===== src/rtl/mux_pipe.sv =====
module mux_pipe #(
  parameter  int unsigned WIDTH = 32,
  parameter  int unsigned N     = 4,
  localparam int unsigned SEL_W = $clog2(N)
) (
  input  logic                 clk,
  input  logic                 rst_n,
  input  logic [N*WIDTH-1:0]   in_data,
  input  logic [N-1:0]         in_valid,
  output logic [N-1:0]         in_ready,
  input  logic [SEL_W-1:0]     sel,
  output logic [WIDTH-1:0]     out_data,
  output logic [SEL_W-1:0]     out_sel,
  output logic                 out_valid,
  input  logic                 out_ready
);

  typedef enum logic [1:0] {
    EMPTY = 2'd0,
    ONE   = 2'd1,
    FULL  = 2'd2
  } state_e;

  state_e             state_q, state_d;
  logic [WIDTH-1:0]   head_data_q, head_data_d;
  logic [SEL_W-1:0]   head_sel_q, head_sel_d;
  logic [WIDTH-1:0]   skid_data_q, skid_data_d;
  logic [SEL_W-1:0]   skid_sel_q, skid_sel_d;

  logic [WIDTH-1:0]   sel_data;
  logic               accept;
  logic               drain;

  // An out-of-range sel matches no channel, so nothing is muxed and no ready is raised.
  always_comb begin
    sel_data = '0;
    in_ready = '0;
    for (int unsigned k = 0; k < N; k++) begin
      if (sel == SEL_W'(k)) begin
        sel_data    = in_data[k*WIDTH +: WIDTH];
        in_ready[k] = rst_n && (state_q != FULL);
      end
    end
  end

  assign accept    = |(in_valid & in_ready);
  assign out_valid = (state_q != EMPTY);
  assign drain     = out_valid && out_ready;
  assign out_data  = head_data_q;
  assign out_sel   = head_sel_q;

  always_comb begin
    state_d     = state_q;
    head_data_d = head_data_q;
    head_sel_d  = head_sel_q;
    skid_data_d = skid_data_q;
    skid_sel_d  = skid_sel_q;
    unique case (state_q)
      EMPTY: begin
        if (accept) begin
          head_data_d = sel_data;
          head_sel_d  = sel;
          state_d     = ONE;
        end
      end
      ONE: begin
        if (accept && drain) begin
          head_data_d = sel_data;
          head_sel_d  = sel;
        end else if (accept) begin
          skid_data_d = sel_data;
          skid_sel_d  = sel;
          state_d     = FULL;
        end else if (drain) begin
          state_d     = EMPTY;
        end
      end
      FULL: begin
        if (drain) begin
          head_data_d = skid_data_q;
          head_sel_d  = skid_sel_q;
          state_d     = ONE;
        end
      end
      default: state_d = EMPTY;
    endcase
  end

  always_ff @(posedge clk or negedge rst_n) begin
    if (!rst_n) begin
      state_q     <= EMPTY;
      head_data_q <= '0;
      head_sel_q  <= '0;
      skid_data_q <= '0;
      skid_sel_q  <= '0;
    end else begin
      state_q     <= state_d;
      head_data_q <= head_data_d;
      head_sel_q  <= head_sel_d;
      skid_data_q <= skid_data_d;
      skid_sel_q  <= skid_sel_d;
    end
  end

endmodule

===== config.mk =====
export PLATFORM = sky130hd
export DESIGN_NAME = mux_pipe
export DESIGN_NICKNAME = d
export VERILOG_FILES = /design/src/rtl/mux_pipe.sv
export SDC_FILE = /design/constraint.sdc
export NUM_CORES = 1
export LEC_CHECK = 0
export BUFFER_PORTS_ARGS = -buffer_cell sky130_fd_sc_hd__buf_2
export CORE_UTILIZATION = 49
export CTS_CLUSTER_DIAMETER = 200
export DETAILED_ROUTE_END_ITERATION = 12
export GPL_ROUTABILITY_DRIVEN = 0
export MAX_ROUTING_LAYER = met4
export PLACE_DENSITY = 0.87
export SLEW_MARGIN = 5
export SYNTH_ARGS = -nofsm -noshare
export SYNTH_HDL_FRONTEND = slang
export SYNTH_SLANG_ARGS = --single-unit
export TNS_END_PERCENT = 20

===== constraint.sdc =====
create_clock -name clk -period 2.1 [get_ports clk]
set_clock_uncertainty 0.05 [all_clocks]
set_input_delay 0 -clock clk [delete_from_list [all_inputs] [get_ports clk]]
set_output_delay 0 -clock clk [all_outputs]
set_load 0.01 [all_outputs]

# Word-level counts from Yosys, hierarchy flattened
# Index checks and enable logic that the tools add are counted.
# word_totals
register_bits	70
latchBits	0
ram_bits	0
mem_bits_ro	0
inputBits	137
out_inout_bits	39
word_cells	51
n_memories	0
# classes
add_sub_neg	0
n_mul	0
n_div	0
n_lt_le_gt_ge	0
eq_ne	11
shifts	0
n_mux	22
n_bitwise	2
reduce_logical	11
# ops
cell	count
$mux 32	7
$pmux 32 s3	1
$mux 2	8
$pmux 2 s3	2
$ne 2x2->1 const B	5
$reduce_and 4->1	2
$eq 2x2->1 const B	3
$and 4x4->4	1
$eq 2x1->1 const B	2
$logic_not 2->1	2
$mux 1	4
$reduce_or 4->1	1
$logic_and 1x1->1	3
$ne 3x3->1 const B	1
$reduce_and 3->1	1
$reduce_bool 3->1	1
$reduce_bool 2->1	1
$not 1->1	1

# Depth between registers and ports, before layout
# logic_depth
depth_word	8
mapped_depth	7
depth_no_buf	4

# Worst setup path after synthesis
# No wires, ideal clock.
# synth_timing
kind	register to register
start	register state_q[1]
end	register head_data_q[0], in the netlist out_data[0]
setup_ns	0.143
arrival_ns	1.403
required_ns	1.907
path_slack_ns	0.504
path_stages_with_launch	8
path_buffers	3
period_less_slack_ns	1.596
cell_sequence	dfrtp_1 > nor2b_1 > and2_1 > clkbuf_1 > a21o_1 > clkbuf_1 > buf_2 > a22oi_1
# synth_via
elab_chain_len	8
elab_cells_between_ends	20
cone_classes	eq/ne: 6; mux: 5; bitwise: 1; reduce/logical: 8
# synth_lines
element	line_no	text
start, declared	24	state_e state_q, state_d;
start signal, assigned	97	state_q <= state_d;
$ne 2x2->1	41	in_ready[k] = rst_n && (state_q != FULL);
$logic_and 1x1->1	41	
$mux 1	39	if (sel == SEL_W'(k)) begin
$and 4x4->4	46	assign accept = |(in_valid & in_ready);
$reduce_or 4->1	46	
$logic_and 1x1->1	67	if (accept && drain) begin
$ne 2x2->1 (no line)	-	
$reduce_and 4->1 (no line)	-	
end signal, assigned	98	head_data_q <= head_data_d;
end, declared	25	logic [WIDTH-1:0] head_data_q, head_data_d;
# Parallel ways exist; a longest one is shown, timed or not.
# A chain may end at the register's enable or synchronous reset.

# Worst setup path after layout
# layout_timing
start	register state_q[0]
end	register head_data_q[25], in the netlist out_data[25]
# Same word-level chain as after synthesis.

==> impl_results.md <==
* Run status: finished clean
* Cell variety after synth at 26
* Syn nets at 572
* Initial DRT Pass Iterations at 5
* Pin count of the biggest net entering global routing at 76
* Critical Path Start Type: register
* Clk slew on worst S/H paths at 80 ps
* Hold Slack at 26.3 ps
* WHS Path Cells at 4
* Critical R2R Launch: state_q[0]$_DFFE_PN0P_
* Layout cells sized above 1 at 40.1%
* CTS tree: done
* GR Overflow Total at 0
* Flop2flop setup slack at 310 ps
* EDFF count, synth at 0
* Die footprint at 9140 um^2
* Core Region at 8340 um^2
* RSZ-0062 raised after global routing: false
* Top-area cell type share of the netlist area at 40.8%
* Row cnt at 33
* Worst EP required at 2250 ps
* Syn Area/Cell at 9.87 um^2
* R2r endpoint: out_data[25]$_DFFE_PN0P_
* Endpoints failing setup at 0
* Post-DP HPWL at 8420 um
* Design area at 5420 um^2
* Cell Area, Synth at 4290 um^2
* HP Start: in_data[38]
* Setup TNS at 0 ps
* Worst slew margin at 41.9%
* TritonCTS Sinks at 70
* Max Fclk at 558 MHz
* Dominant cell type by area after synthesis: dfrtp_1
* Cell count after synthesis at 435
* DRC violations left at 0
* Register area share after synthesis at 40.8%
* Tot Pwr at 4860 uW
* Antenna Violating Nets Remaining at 0
* Worst Max-Slew Pin Slew at 871 ps
* Final slew viol count at 0
* Area added between synthesis and finish at 26.3%
* Via count at 4159
* Wire per inst at 17.2 um
* R2R depth at 5
* First-pass GRT wire length at 18500 um
* Post-CTS Hold Buffers at 3
* Hold Path Sink: skid_data_q[6]$_DFFE_PN0P_
* Iteration-0 DRC Markers at 267
* Placed cell area at 5240 um^2
* Most frequent cells in the layout: buf_2, dfrtp_1
* Final period utilization at 85.3%
* Critical Path End Type: register
* Initial core utilization at 51.5%
* Clk buf depth at 2
* Via density at 5.92
* Most common cell after layout, fill and taps aside: buf_2
* Main flop type after synthesis: dfrtp_1
* Critical Path AT at 1940 ps
* GRT Resource Usage Total at 27.6%
* Worst Setup Path Type: reg2reg
* Tmin final at 1790 ps
* Ant diodes at 0
* Hold Path Class: in2reg
* Synth Warn # at 0
* Vias in the first global route at 3960
* Synth area leaders: dfrtp_1, mux2_1, mux2_2, mux2i_1, a221oi_1
* Port bufs at 175
* Cell Pwr Density at 895 nW/um^2
* CTS buffer count at 9
* Die Y at 95.6 um
* Later-pin clock latency in the skew report at 340 ps
* Final hold viol count at 0
* Antenna violations before repair at 0
* Post-CTS Setup Bufs at 0
* Fraction of registers with async set/reset at 100%
* Cts repair resizes at 0
* Number of H-tree levels at 3
* Final wirelength at 12100 um
* Critical-path maximum fanout at 15
* CTS root buf: clkbuf_8
* Die Span X at 95.6 um
* I/O pin total at 176
* Nets@finish at 732
* Leak at 0.00258 uW
* MaxCap Viol Count at 0
* Register bit total from synthesis at 70
* Maximum vdd drop at 0.472 mV
## cell families (layout without fill, tap and decap cells)
kind of cell | Yosys count | in the layout | synth area share, %
AO/OA/AOI/OAI | 102 | 102 | 17.2
multiplexers | 102 | 102 | 25.7
flip-flops | 70 | 70 | 40.8
buffers and inverters | 46 | 209 | 4.55
AND/OR/NAND/NOR | 115 | 115 | 11.7
## worst max-delay path by stage
stage,start,endpoint,slack (ps),cells after the start
after detailed placement,state_q[0]$_DFFE_PN0P_,out_data[25]$_DFFE_PN0P_,320,5
after floorplan,state_q[1]$_DFFE_PN0P_,out_data[0]$_DFFE_PN0P_,500,7
after CTS,state_q[0]$_DFFE_PN0P_,out_data[25]$_DFFE_PN0P_,300,5
after global routing,state_q[0]$_DFFE_PN0P_,out_data[25]$_DFFE_PN0P_,200,5
after global placement,state_q[0]$_DFFE_PN0P_,out_data[25]$_DFFE_PN0P_,360,5
final,state_q[0]$_DFFE_PN0P_,out_data[25]$_DFFE_PN0P_,310,5
## report_power, final
part / total [uW] / internal, uW / switching (uW)
sequential: 2270 / 1930 / 342
clock: 925 / 445 / 480
combinational: 1660 / 846 / 815
## through the flow
step | worst slack, ps | util, % | std cells
after detailed placement | 315 | 62.8 | 686
after global placement | 358 | 62.8 | 686
after global routing | 201 | 65.0 | 703
final | 308 | 65.0 | 703
after floorplan | 504 | - | 435
after CTS | 296 | 65.0 | 703
## synth_stat cells (4+ instances only)
library cell  count
mux2_2           32
nand2b_1          4
nand2_1          35
buf_2            15
nor3_1           34
a221oi_1         32
dfrtp_1          70
nor2_1           35
a22oi_1          32
clkbuf_1         23
mux2_1           35
o21ai_0          32
buf_1             5
mux2i_1          35
## flip-flops by register name, indices dropped and copies added (netlist names)
signal	flops
out_sel	2
state_q	2
skid_data_q	32
out_data	32
skid_sel_q	2
## layout make-up
| class | count | area, um^2 |
|---|---|---|
| flip-flops and latches | 70 | 1750 |
| clock buffers | 12 | 145 |
| clock inverters | 2 | 10.0 |
| multi-input cells | 319 | 2350 |
| fillers | 687 | 2920 |
| inverters | 2 | 7.51 |
| well taps | 105 | 131 |
| repair buffers | 193 | 1020 |
## metal layers
layer | up-vias | wire, um | global-route usage [%]
li1 | 1935 | - | -
met1 | 2008 | 4950 | 33.2
met2 | 193 | 6130 | 46.3
met3 | 23 | 828 | 5.26
met4 | 0 | 157 | 9.33
met5 | - | 0 | -
## critical path, stage by stage (launching register included)
cell	delay, ps
dfrtp_1	440
nand2b_1	230
and2_1	200
buf_4	210
a221oi_1	410
a22oi_1	120
Note: power is estimated with default switching activity, not from simulation.
